`config.mk`:
```
export PLATFORM = sky130hd
export DESIGN_NAME = audio_i2s_transmitter
export DESIGN_NICKNAME = d
export VERILOG_FILES = /design/src/rtl/audio_i2s_transmitter.sv
export SDC_FILE = /design/constraint.sdc
export NUM_CORES = 1
export LEC_CHECK = 0
export CAP_MARGIN = 30
export CORE_MARGIN = 4
export CORE_UTILIZATION = 30
export DETAILED_ROUTE_END_ITERATION = 10
export HOLD_SLACK_MARGIN = 0.06
export PLACE_DENSITY = 0.57
export SLEW_MARGIN = 0
export SYNTH_ARGS = -nofsm -noshare
export SYNTH_HDL_FRONTEND = slang
export SYNTH_SLANG_ARGS = --single-unit
export TNS_END_PERCENT = 20
```
`constraint.sdc`:
```
create_clock -name clock -period 2.25 [get_ports clock]
set_input_delay 0.45 -clock clock [delete_from_list [all_inputs] [get_ports clock]]
set_output_delay 0.45 -clock clock [all_outputs]
set_load 0.01 [all_outputs]
```
`src/rtl/audio_i2s_transmitter.sv`:
```
// audio_i2s_transmitter
//   Serializes stereo two's-complement PCM samples into an I2S stream for the
//   codec DAC. BCLK and LRCK are derived from the system clock by integer
//   division. One stereo sample is accepted per frame through a valid/ready
//   handshake backed by a one-entry holding buffer.
//
// Ports
//   clock         system clock
//   reset         synchronous, active-high
//   sample_left   left channel sample  [SAMPLE_WIDTH]
//   sample_right  right channel sample [SAMPLE_WIDTH]
//   sample_valid  producer offers a stereo sample
//   sample_ready  holding buffer empty; transfer on valid && ready
//   mute          frames loaded while high carry zeros (buffer still consumed)
//   aud_bclk      I2S bit clock
//   aud_daclrck   frame clock, 0 = left, 1 = right
//   aud_dacdat    serial data, MSB one BCLK after the LRCK edge
//   frame_start   one-cycle pulse on each frame load
//   underrun      one-cycle pulse when a frame loads with an empty buffer
module audio_i2s_transmitter #(
  parameter int unsigned SAMPLE_WIDTH = 16,
  parameter int unsigned BCLK_HALF    = 8
) (
  input  logic                    clock,
  input  logic                    reset,
  input  logic [SAMPLE_WIDTH-1:0] sample_left,
  input  logic [SAMPLE_WIDTH-1:0] sample_right,
  input  logic                    sample_valid,
  output logic                    sample_ready,
  input  logic                    mute,
  output logic                    aud_bclk,
  output logic                    aud_daclrck,
  output logic                    aud_dacdat,
  output logic                    frame_start,
  output logic                    underrun
);

  localparam int unsigned      DIV_W    = (BCLK_HALF > 1) ? $clog2(BCLK_HALF) : 1;
  localparam logic [DIV_W-1:0] DIV_LAST = DIV_W'(BCLK_HALF - 1);

  logic [DIV_W-1:0]        div_q;
  logic                    bclk_q;
  logic [5:0]              bit_cnt_q;
  logic                    lrck_q;
  logic                    dat_q;
  logic                    ready_q;
  logic [SAMPLE_WIDTH-1:0] buf_l_q;
  logic [SAMPLE_WIDTH-1:0] buf_r_q;
  logic [SAMPLE_WIDTH-1:0] sh_l_q;
  logic [SAMPLE_WIDTH-1:0] sh_r_q;
  logic                    fs_q;
  logic                    und_q;

  logic                    div_wrap;
  logic                    fall_evt;
  logic                    frame_wrap;
  logic                    accept;
  logic [5:0]              bit_cnt_d;
  logic                    dat_d;
  logic [SAMPLE_WIDTH-1:0] chan;

  always_comb begin
    div_wrap   = (div_q == DIV_LAST);
    fall_evt   = div_wrap && bclk_q;
    bit_cnt_d  = bit_cnt_q + 6'd1;
    frame_wrap = fall_evt && (bit_cnt_q == 6'd63);
    accept     = sample_valid && ready_q;
    chan       = bit_cnt_d[5] ? sh_r_q : sh_l_q;
    // Slot p (1..SAMPLE_WIDTH) carries bit SAMPLE_WIDTH-p; slot 0 and the
    // trailing slots are zero. Registers are indexed, never shifted.
    dat_d = 1'b0;
    for (int unsigned i = 0; i < SAMPLE_WIDTH; i++) begin
      if (32'(bit_cnt_d[4:0]) == SAMPLE_WIDTH - i) begin
        dat_d = chan[i];
      end
    end
  end

  always_ff @(posedge clock) begin
    if (reset) begin
      div_q     <= '0;
      bclk_q    <= 1'b0;
      bit_cnt_q <= 6'd63;
      lrck_q    <= 1'b1;
      dat_q     <= 1'b0;
      ready_q   <= 1'b1;
      buf_l_q   <= '0;
      buf_r_q   <= '0;
      sh_l_q    <= '0;
      sh_r_q    <= '0;
      fs_q      <= 1'b0;
      und_q     <= 1'b0;
    end else begin
      fs_q  <= 1'b0;
      und_q <= 1'b0;

      if (div_wrap) begin
        div_q  <= '0;
        bclk_q <= ~bclk_q;
      end else begin
        div_q <= div_q + DIV_W'(1);
      end

      if (fall_evt) begin
        bit_cnt_q <= bit_cnt_d;
        lrck_q    <= bit_cnt_d[5];
        dat_q     <= dat_d;
      end

      // Load uses the pre-edge buffer state; a same-edge accept refills it.
      if (frame_wrap) begin
        fs_q  <= 1'b1;
        und_q <= ready_q;
        if (!ready_q && !mute) begin
          sh_l_q <= buf_l_q;
          sh_r_q <= buf_r_q;
        end else begin
          sh_l_q <= '0;
          sh_r_q <= '0;
        end
      end

      if (accept) begin
        buf_l_q <= sample_left;
        buf_r_q <= sample_right;
        ready_q <= 1'b0;
      end else if (frame_wrap) begin
        ready_q <= 1'b1;
      end
    end
  end

  assign sample_ready = ready_q;
  assign aud_bclk     = bclk_q;
  assign aud_daclrck  = lrck_q;
  assign aud_dacdat   = dat_q;
  assign frame_start  = fs_q;
  assign underrun     = und_q;

endmodule

```
# [Word level (Yosys, flattened, before mapping)]
# Index checks and enable logic that the tools add are counted.
[totals] in_bits=36 elab_cells=65 latchBits=0 romBits=0 ramBits=0 memories=0 output_inout_bits=6 reg_bits=79
[classes] n_bitwise=2 n_addsub=2 div_mod_pow=0 shift=0 n_mul=0 order_cmp=0 n_mux=22 n_eq_ne=18 reduce_logical=9
[op_table] operator="$mux W16" n=3
[op_table] operator="$eq A5 B4 Y1 const B" n=8
[op_table] operator="$eq A5 B3 Y1 const B" n=4
[op_table] operator="$mux W1" n=19
[op_table] operator="$eq A5 B2 Y1 const B" n=2
[op_table] operator="$add A6 B1 Y6 const B" n=1
[op_table] operator="$eq A6 B6 Y1 const B" n=1
[op_table] operator="$eq A5 B1 Y1 const B" n=1
[op_table] operator="$eq A5 B5 Y1 const B" n=1
[op_table] operator="$logic_and A1 B1 Y1" n=4
[op_table] operator="$reduce_or A2 Y1" n=2
[op_table] operator="$add A3 B1 Y3 const B" n=1
[op_table] operator="$eq A3 B3 Y1 const B" n=1
[op_table] operator="$logic_not A1 Y1" n=2
[op_table] operator="$not A1 Y1" n=2
[op_table] operator="$reduce_bool A2 Y1" n=1

# [Longest topological paths before layout]
# Gate-level depths: netlist (run 1).
[logic_depth] depth_word=18 mapped_depth=10 ltp_nobuf=9

# [Worst setup path after synthesis (run 1)]
# Ideal clock, no wire load.
[synth_timing] path_kind="register -> register" startpoint="register div_q[0]" endpoint="register sh_l_q[0]" period_less_slack_ns=2.141 arrival_ns=2.081 slack_ns=0.109 path_stages_with_launch=10 t_required_ns=2.190 path_cell_list="dfxtp_1 ha_1 ha_1 clkbuf_1 nand2_1 nor2_1 nand3_1 nor4_2 clkbuf_1 a22o_1"
[synth_between] elab_chain_cells=3
[synth_rtl] element="start, declared" line_no="41" rtl="logic [DIV_W-1:0] div_q;"
[synth_rtl] element="start signal, assigned" line_no="101" rtl="div_q <= div_q + DIV_W'(1);"
[synth_rtl] element="$eq A3 B3 Y1" line_no="63" rtl="div_wrap = (div_q == DIV_LAST);"
[synth_rtl] element="$logic_and A1 B1 Y1" line_no="64" rtl="fall_evt = div_wrap && bclk_q;"
[synth_rtl] element="$logic_and A1 B1 Y1" line_no="66" rtl="frame_wrap = fall_evt && (bit_cnt_q == 6'd63);"
[synth_rtl] element="end signal, assigned" line_no="115" rtl="sh_l_q <= buf_l_q;"
[synth_rtl] element="end, declared" line_no="49" rtl="logic [SAMPLE_WIDTH-1:0] sh_l_q;"
# No other way between the ends.
# A chain may end at the register's enable or synchronous reset.

# [Final worst setup path (run 1)]
[layout_timing] startpoint="register bit_cnt_q[1]" endpoint="register dat_q, in the netlist aud_dacdat"
[layout_between] elab_chain_cells=18 word_cells_on_any_way=34
[layout_rtl] element="start, declared" line_no="43" rtl="logic [5:0] bit_cnt_q;"
[layout_rtl] element="start signal, assigned" line_no="105" rtl="bit_cnt_q <= bit_cnt_d;"
[layout_rtl] element="$add A6 B1 Y6 (*)" line_no="65" rtl="bit_cnt_d = bit_cnt_q + 6'd1;"
[layout_rtl] element="$eq A5 B5 Y1 or $mux W16 (tied branches)" line_no="73, 68"
[layout_rtl] element="$mux W1 (15 in a row)" line_no="73" rtl="if (32'(bit_cnt_d[4:0]) == SAMPLE_WIDTH - i) begin"
[layout_rtl] element="$mux W1 (*)" line_no="73"
[layout_rtl] element="end signal, assigned" line_no="107" rtl="dat_q <= dat_d;"
[layout_rtl] element="end, declared" line_no="45" rtl="logic dat_q;"
# Every way passes the cells marked *; elsewhere a longest branch is shown, timed or not.

==> results by group, run 1 <==
Setup path
  – Worst reg2reg setup slack: 0.05 ns
  – Type of origin of the critical path: flip-flop
  – Maximum fanout along the worst path: 8
  – Worst r2r src: bit_cnt_q[1]
  – Worst-case reg-to-reg path depth: 8
  – Critical path, cell by cell: nand2_4, or3_1, and2_4, buf_4, mux2_4, o211a_1, a2111oi_2, a21oi_1
  – Stages on the worst setup path: 8
  – Slowest cell on the critical path: dfxtp_4
  – Data arrival at the endpoint of the critical path: 2.41 ns
  – Required time at the endpoint of the critical path: 2.46 ns
  – CP endpoint kind: flip-flop
  – Family of cells with the greatest summed delay on the critical path: simple AND/OR/NAND/NOR gates
  – Worst reg2reg endpoint: aud_dacdat
  – Slowest cell delay on critical path: 0.40 ns
  – Startpoint-to-endpoint class of the critical path: reg -> reg
  – Number of buffers and inverters on the critical path: 1

GRT
  – Initial antenna violation count: 0
  – Via count of the first global-routing pass: 2633
  – First-pass GRT wire length: 12800 um
  – Tot GR Track Use: 0.123
  – Pin count of the biggest net entering global routing: 47
  – GRT overflow: 0

Route
  – Initial DRT Pass Iterations: 4
  – Vias post-DR: 2697
  – Post-route DRC violation count: 0
  – Vias/cell: 4.80
  – Final WL: 7690 um
  – Antenna-violating nets left: 0
  – Initial drt markers: 101
  – Post-DR wirelength/cell: 13.7 um

Timing
  – Tightest Pin Transition: 0.624 ns
  – Number of max-slew violations in the final report: 0
  – Post-route fraction of the period consumed by the critical path: 0.977
  – Final count of negative-setup-slack endpoints: 0
  – Final number of hold-violating endpoints: 0
  – Final Critical Period: 2.20 ns
  – RSZ-0062 raised after global routing: false
  – Fmax: 0.455 GHz
  – Setup clock skew after layout: 0.00906 ns
  – Sum of negative setup slack: 0 ns
  – Max-slew headroom: 0.580

Cells and area
  – # nets final: 460
  – Multi-input combinational cell area: 1670 sq um
  – Layout cells sized above 1: 0.133
  – Combined flip-flop and latch cell area: 1570 sq um
  – Share of the core filled with cells in the final layout: 0.391
  – Post-route design area: 4240 sq um
  – Area added between synthesis and finish: 28.1%
  – Non-filler cells, final: 562
  – Number of antenna repair diodes: 0
  – Count of fill cells added during filler insertion: 1128

Logic synthesis
  – Top cells by count, synth: 78 x dfxtp_1, 77 x nand2_1, 39 x a21oi_1
  – Number of synthesized register bits: 78
  – Avg Inst Size Synth: 8.93 sq um
  – Net Count, Synth: 414
  – Register area share after synthesis: 0.471
  – Area contributors post-synth: dfxtp_1 47%, nand2_1 8.7%, a22o_1 8.5%
  – Area fraction of the dominant cell type after synthesis: 0.471
  – Synth async-reset ratio: 0
  – Post-synth EDFFs: 0
  – Number of distinct standard cells referenced by the synthesized netlist: 46
  – Synth Instances: 371
  – Most area-hungry cell type in the Yosys netlist: dfxtp_1
  – Library cell with the highest instance count after synthesis: dfxtp_1
  – Post-Syn Area: 3310 sq um
  – Primary FF master, synth: dfxtp_1
  – Total number of yosys warnings: 0

Run status
  – Outcome: completed

Floorplan
  – Number of ports placed on the die boundary: 42
  – Full die area: 12800 sq um
  – Vertical extent of the die: 113 um
  – Placeable core region: 10800 sq um
  – Starting utilization of the core area: 0.306
  – Number of placement rows: 38
  – Width of the die: 113 um

Clock tree
  – Total clock buffers created by CTS: 9
  – # hold bufs at CTS: 0
  – Root Driver: clkbuf_8
  – Clock transition at the register clock pins on the worst setup and hold paths after CTS: 0.08 ns
  – Clock sink count: 78
  – Clock tree from TritonCTS: done
  – Source-to-sink clock delay at the later pin of the worst-skew pair: 0.34 ns
  – H-tree depth: 3
  – Max clock buf depth: 2

Hold path
  – Min-delay worst type: reg -> reg
  – Worst hold path depth: 1
  – Hold Crit Endpoint: div_q[0]
  – Worst hold path startpoint: div_q[0]

Placement
  – Half-perimeter wire length after placement: 5450 um
  – Post-Place Cells: 542
  – Count of buffers inserted at the top-level ports: 41
  – DP Area: 3970 sq um
  – Final weighted congestion of routability-driven global placement: 0.877

Pwr
  – Leakage power summed over all cells: 0.00164 uW
  – Overall power: 2660 uW
  – IR Drop Worst-Case VDD: 299 uV
  – Power density over cell area: 628 nW/um^2

Job
  – Max capacitance violation total: 0
==> sequential cells by signal, indices dropped and copies added (netlist names) <==
| register | cells |
|---|---|
| aud_bclk | 1 |
| aud_dacdat | 1 |
| bit_cnt_q | 6 |
| buf_l_q | 16 |
| buf_r_q | 16 |
| div_q | 3 |
| frame_start | 1 |
| sample_ready | 1 |
| sh_l_q | 16 |
| sh_r_q | 16 |
| underrun | 1 |
==> cells by family (layout without fill, tap and decap cells) <==
kind of cell / after synthesis / after routing / share of synthesized area
AND/OR/NAND/NOR: 136 / 136 / 0.196
AO/OA/AOI/OAI: 97 / 97 / 0.205
flip-flops: 78 / 78 / 0.471
buffers and inverters: 33 / 84 / 0.0397
multiplexers: 14 / 14 / 0.0457
adder cells (fa/ha/maj): 7 / 7 / 0.0264
XOR/XNOR: 6 / 6 / 0.0159
==> through the flow <==
| step | hold WS, ns | setup WS, ns |
|---|---|---|
| 3_3_place_gp | 0.420 | -0.0585 |
| 4_1_cts | 0.459 | 0.0196 |
| 2_1_floorplan | 0.404 | 0.109 |
| 6_report | 0.448 | 0.0522 |
| 5_1_grt | 0.480 | 0.0110 |
| 3_5_place_dp | 0.444 | -0.0648 |
==> worst max path at each step <==
stage / start / to / slack, ns
after CTS: bit_cnt_q[2] / aud_dacdat / 0.02
after global placement: div_q[0] / sh_r_q[10] / -0.06
final: bit_cnt_q[1] / aud_dacdat / 0.05
after global routing: bit_cnt_q[3] / aud_dacdat / 0.01
after floorplan: div_q[0] / sh_l_q[0] / 0.11
after detailed placement: bit_cnt_q[1] / aud_dacdat / -0.06
==> what timing repair did <==
action,in CTS,in global routing
gates resized for setup,1,12
setup endpoints to repair,1,1
setup buffers,0,4
pin swaps,0,1
gates cloned,0,0
==> where the power goes <==
group          internal [uW]  switching [uW]
Sequential              1420            22.4
Combinational           94.7            85.0
Clock                    522             519
==> cells in the final DEF, fill, tap and decap left out, drive strengths merged, types with 2 or more instances in the layout <==
cell / netlist / routed
o211ai: 2 / 2
a22o: 32 / 32
buf: 1 / 22
nand3b: 5 / 5
nand2b: 9 / 9
mux2: 3 / 3
o221ai: 2 / 2
clkinv: 0 / 3
nand3: 6 / 6
o22ai: 2 / 2
xor2: 2 / 2
and2: 7 / 7
nand2: 78 / 78
mux2i: 11 / 11
and3: 4 / 4
nor3: 2 / 2
inv: 5 / 6
nor2: 12 / 12
o21ai: 8 / 8
clkbuf: 27 / 10
a21oi: 39 / 39
a31oi: 2 / 2
xnor2: 4 / 4
nor2b: 2 / 2
or3: 2 / 2
nor3b: 5 / 5
dfxtp: 78 / 78
ha: 7 / 7
clkdlybuf4s50: 0 / 41
==> final cells by class <==
cell class / count / area share
clock buffer: 10 / 0.0301
clock inverter: 6 / 0.0168
inverter: 5 / 0.00442
multi-input combinational: 260 / 0.395
sequential: 78 / 0.370
tap: 140 / 0.0413
timing repair buffer: 63 / 0.143
==> per-layer routing <==
metal	global-route usage	share of wire	vias up
met2	0.191	0.45	55
met3	0.0326	0.043	12
met4	0.0489	0.022	0
li1	-	-	1389
met5	0	0	-
met1	0.163	0.49	1241
Note: power is estimated with default switching activity, not from simulation.
==> run 2, diff against run 1 <==
CELL_PAD_IN_SITES_DETAIL_PLACEMENT = 0   (was unset)
CELL_PAD_IN_SITES_GLOBAL_PLACEMENT = 1   (was unset)
PLACE_DENSITY = 0.69   (was 0.57)
==> results by group, run 2 (synthesized netlist as in run 1, its figures left out) <==
Run status
  – Outcome: completed (unchanged)

Job
  – Max capacitance violation total: 0 (unchanged)

Timing
  – Tightest Pin Transition: 0.484 ns (was 0.624 ns)
  – Max-slew headroom: 0.674 (was 0.580)
  – Setup clock skew after layout: 0.00913 ns (was 0.00906 ns)
  – Final number of hold-violating endpoints: 0 (unchanged)
  – Fmax: 0.463 GHz (was 0.455 GHz)
  – RSZ-0062 raised after global routing: false (unchanged)
  – Final count of negative-setup-slack endpoints: 0 (unchanged)
  – Sum of negative setup slack: 0 ns (unchanged)
  – Final worst-path setup slack: 0.0902 ns (was 0.0522 ns)
  – Post-route fraction of the period consumed by the critical path: 0.960 (was 0.977)
  – Number of max-slew violations in the final report: 0 (unchanged)
  – Final Critical Period: 2.16 ns (was 2.20 ns)

Clock tree
  – Clock transition at the register clock pins on the worst setup and hold paths after CTS: 0.08 ns (about the same)
  – Source-to-sink clock delay at the later pin of the worst-skew pair: 0.35 ns (was 0.34 ns)
  – Root Driver: clkbuf_8 (unchanged)
  – Clock tree from TritonCTS: done (unchanged)
  – Max clock buf depth: 2 (unchanged)
  – Total clock buffers created by CTS: 9 (unchanged)
  – H-tree depth: 3 (unchanged)
  – Clock sink count: 78 (unchanged)
  – # hold bufs at CTS: 0 (unchanged)

GRT
  – Pin count of the biggest net entering global routing: 47 (unchanged)
  – Tot GR Track Use: 0.126 (was 0.123)
  – First-pass GRT wire length: 13100 um (was 12800 um)
  – Via count of the first global-routing pass: 2668 (was 2633)
  – GRT overflow: 0 (unchanged)
  – Initial antenna violation count: 0 (unchanged)

Cells and area
  – Non-filler cells, final: 564 (was 562)
  – Layout cells sized above 1: 0.137 (was 0.133)
  – # nets final: 462 (was 460)
  – Number of antenna repair diodes: 0 (unchanged)
  – Share of the core filled with cells in the final layout: 0.391 (about the same)
  – Area added between synthesis and finish: 27.8% (was 28.1%)
  – Commonest non-fill, non-tap cell in the layout: nand2_1 (unchanged)
  – Most used cells in the layout excluding fill and tap cells: 77 x nand2_1, 74 x dfxtp_1, 41 x clkdlybuf4s50_1, 39 x a21oi_1, 32 x a22o_1 (was 77 x nand2_1, 75 x dfxtp_1, 41 x clkdlybuf4s50_1, 39 x a21oi_1, 32 x a22o_1)
  – Count of fill cells added during filler insertion: 1145 (was 1128)

Floorplan
  – Starting utilization of the core area: 0.306 (unchanged)
  – Number of ports placed on the die boundary: 42 (unchanged)
  – Width of the die: 113 um (unchanged)
  – Full die area: 12800 sq um (unchanged)
  – Vertical extent of the die: 113 um (unchanged)
  – Number of placement rows: 38 (unchanged)
  – Placeable core region: 10800 sq um (unchanged)

Route
  – Post-DR wirelength/cell: 13.8 um (was 13.7 um)
  – Initial drt markers: 113 (was 101)
  – Vias/cell: 4.81 (was 4.80)
  – Final WL: 7800 um (was 7690 um)
  – Vias post-DR: 2713 (was 2697)
  – Initial DRT Pass Iterations: 4 (unchanged)
  – Post-route DRC violation count: 0 (unchanged)
  – Antenna-violating nets left: 0 (unchanged)

Setup path
  – Required time at the endpoint of the critical path: 2.51 ns (was 2.46 ns)
  – CP endpoint kind: flip-flop (unchanged)
  – Maximum fanout along the worst path: 7 (was 8)
  – Type of origin of the critical path: flip-flop (unchanged)
  – Startpoint-to-endpoint class of the critical path: reg -> reg (unchanged)
  – Data arrival at the endpoint of the critical path: 2.42 ns (was 2.41 ns)
  – Worst-case reg-to-reg path depth: 8 (unchanged)

Placement
  – Pre-CTS setup slack: -0.116 ns (was -0.0648 ns)
  – Post-Place Cells: 543 (was 542)
  – Final weighted congestion of routability-driven global placement: 0.880 (was 0.877)
  – Count of buffers inserted at the top-level ports: 41 (unchanged)
  – Half-perimeter wire length after placement: 5560 um (was 5450 um)

Hold path
  – Min-delay worst type: reg -> reg (unchanged)
  – Worst hold path depth: 1 (unchanged)

Pwr
  – IR Drop Worst-Case VDD: 308 uV (was 299 uV)
  – Leakage power summed over all cells: 0.00165 uW (was 0.00164 uW)
  – Overall power: 2700 uW (was 2660 uW)
  – Power density over cell area: 637 nW/um^2 (was 628 nW/um^2)
-- run 2: changes by cell type in the layout (fill, tap and decap cells not counted), moves of 2 or more --
cell,change
clkinv_4,-2
buf_4,+2
o21ai_1,+2
clkbuf_8,+2
-- run 2: path summary, 6_finish.rpt --
kind,startpoint,end,slack [ns]
hold reg to reg,div_q[0],div_q[0],0.43
setup / recovery,bit_cnt_q[1],aud_dacdat,0.09
hold / removal,div_q[0],div_q[0],0.43
setup reg to reg,bit_cnt_q[1],aud_dacdat,0.09
-- run 2: report_power, final --
part	leakage, uW	total [uW]	internal [uW]	switching (uW)
sequential	0.000633	1440	1420	21.8
combinational	0.000913	177	92.3	84.2
clock	0.0000992	1080	578	503
-- run 2: worst max-delay path: stages, from the launching register on --
cell and delay (ns):
dfxtp_4 0.39, nand2_4 0.09, or3_1 0.34, and2_4 0.22, buf_4 0.16, mux2_4 0.30
a221oi_2 0.26, o221ai_1 0.13, a21oi_1 0.19
-- run 2: area by class of cell --
class / instances / area (sq um) / share of cell area
Multi-Input combinational cell: 260 / 1650 / 0.389
Sequential cell: 78 / 1570 / 0.371
Timing Repair Buffer: 65 / 611 / 0.144
Tap cell: 140 / 175 / 0.0414
Clock buffer: 12 / 155 / 0.0366
Clock inverter: 4 / 53.8 / 0.0127
Inverter: 5 / 18.8 / 0.00443
-- run 2: layer usage --
metal  track usage  wire length [um]  up-vias
li1              -                 -     1393
met4        0.0337                57        0
met1         0.170              3850     1270
met5             0                 0        -
met2         0.201              3590       45
met3        0.0342               295        5
-- run 2: timing repair --
item | in CTS | in global routing
setup endpoints to repair | 1 | 1
pin swaps | 1 | 2
setup buffers | 3 | 2
gates resized for setup | 2 | 11
-- run 2: metrics by stage --
step	instance area [sq um]	hold WS [ns]
after floorplan	3310	0.404
after global placement	3950	0.420
after detailed placement	3960	0.424
after CTS	4190	0.436
after global routing	4230	0.451
final	4230	0.430
==> run 3, diff against run 2 <==
HOLD_SLACK_MARGIN = unset   (was 0.06)
==> results of run 3 <==
Same layout as run 2: the final DEF is identical, and so are final timing and power.
==> variant, RTL diff (flow settings as in run 2) <==
Reset style: asynchronous (`reset`), changed in one clocked block.
--- a/src/rtl/audio_i2s_transmitter.sv
+++ b/src/rtl/audio_i2s_transmitter.sv
@@ -77,5 +77,5 @@
   end
 
-  always_ff @(posedge clock) begin
+  always_ff @(posedge clock or posedge reset) begin
     if (reset) begin
       div_q     <= '0;
Behaviour: differs if reset is asserted again (counterexample within 4 cycles, from zero or initial values and one cycle with reset high); with reset held inactive, the same outputs for 10 cycles.
==> variant against run 2 <==
The run now ends with setup timing left; setup slack got worse by 220 ps; sequential cell count stayed put; power is 9.7% higher; design area rose by 23%; highest routed layer unchanged; clock power grew 34%; wire length grew 23%; die area up 15%; area after synthesis grew 16%; largest cell class is now sequential cells.
==> variant: results (changes against run 2) <==
[final_layout]
drive_gt1_frac=0.2863  ; +0.1495
n_antenna_cell=0  ; unchanged
final_nets=499  ; +8.0%

[logic_synthesis]
async_reset_ff_frac=1.000  ; +1.000
yosys_warnings=0  ; unchanged
synth_xor_area_frac=0.01827  ; +0.002410
synth-main-ff-cell=dfrtp_1
synth-seq-area-share=0.5113  ; +0.03996
synth_area_leaders=dfrtp_1 46%, mux2_2 9.7%, nand2_1 7.7%
synth-adder-area-share=0.02284  ; -0.003597
synth_nets=421  ; +1.7%
ys_types=61  ; +33%
yosys-top-cells-count=79 x nand2_1, 71 x dfrtp_1, 40 x nand3_1
syn-mean-instance-area_um2=10.15  ; +14%
synth_mux_area_frac=0.1080  ; +0.06230
synth-compound-area-share=0.1067  ; -0.09837

[pwr]
pwr-share-clk=0.490  ; +0.089
netSwitchingFraction=0.2036  ; -0.02212
power.density_mw_per_mm2=567.6  ; -11%
power.sequential.fraction=0.474  ; -0.060
leakage_nw=2.340  ; +42%
ir_drop_v=0.0003541  ; +15%

[run_status]
violations=setup timing
outcome=finished, violations left

[critical_path]
slowest_stage=dfstp_2
crit_family=compound AO/OA/AOI/OAI gates
cp.arrival_ps=2600  ; +180 ps
cp_max_fo=7  ; unchanged
max_stage_delay_ps=640  ; +250 ps

[timing]
slew_headroom=0.6324  ; -0.04126
finClkSkew_ps=3.642  ; -5.491 ps
fin_ws_ps=-125.0  ; -215.1 ps
final_hold_viol_count=0  ; unchanged
setup_viol=1  ; +1
tns_ps=-125.0  ; -125.0 ps

[cts]
htreeDepth=3  ; unchanged
clock_tree.buffer_depth=2  ; unchanged
postCtsSetupRepairBufs=3  ; unchanged
cts_resized=16  ; +14
numCtsBuffers=9  ; unchanged
clk_pin_slew_ps=60  ; -20 ps
clk_latency_ps=330  ; -20 ps
ctsHoldBuffers=0  ; unchanged
clock-root-buffer=clkbuf_16

[global_route]
grt_max_degree=34  ; -28%
grt_pass1_vias=3101  ; +16%
grt_usage=0.1404  ; +0.01389
antenna_found_initial=0  ; unchanged
grt_pass1_wl_um=16120  ; +23%

[detailed_routing]
wl_um=9596  ; +23%
viasPerCell=4.682  ; -2.7%
routedWlPerCell_um=15.16  ; +9.7%
drt_iter0_drc=87  ; -23%

[placement]
hpwl_um=7384  ; +33%
pre_cts_ws_ps=-250.0  ; -133.9 ps
dpl.cell_count=615  ; +13%
place.gp.congestion=0.9647  ; +9.6%
port_buffers=41  ; unchanged
dpl_cell_area_mm2=0.004780  ; +21%

[min_path]
hold_path_class=flop to flop

==> variant: worst paths after layout <==
check	to	depth (start not counted)	slack, ps	from
worst max-delay path	aud_dacdat	7	-120	bit_cnt_q[0]
worst min-delay path	div_q[0]	1	440	div_q[0]
worst max register to register	aud_dacdat	7	-120	bit_cnt_q[0]
worst min register to register	div_q[0]	1	440	div_q[0]
max in group asynchronous	sample_ready	3	1130	reset
min in group asynchronous	sh_r_q[15]	2	520	reset
==> variant: metal layers <==
metal | global-route usage | part of all wire | vias to the layer above
li1 | - | - | 1479
met5 | 0 | 0 | -
met3 | 0.02517 | 0.030 | 6
met2 | 0.2358 | 0.51 | 38
met4 | 0.04037 | 0.010 | 0
met1 | 0.1854 | 0.45 | 1441
==> variant: final cells by class <==
cell class / count / area [µm²]
Fill cell: 1278 / 7356
Sequential cell: 78 / 1961
Multi-Input combinational cell: 268 / 1856
Timing Repair Buffer: 92 / 850.8
Clock buffer: 11 / 242.7
Tap cell: 172 / 215.2
Clock inverter: 5 / 57.56
Inverter: 7 / 30.03
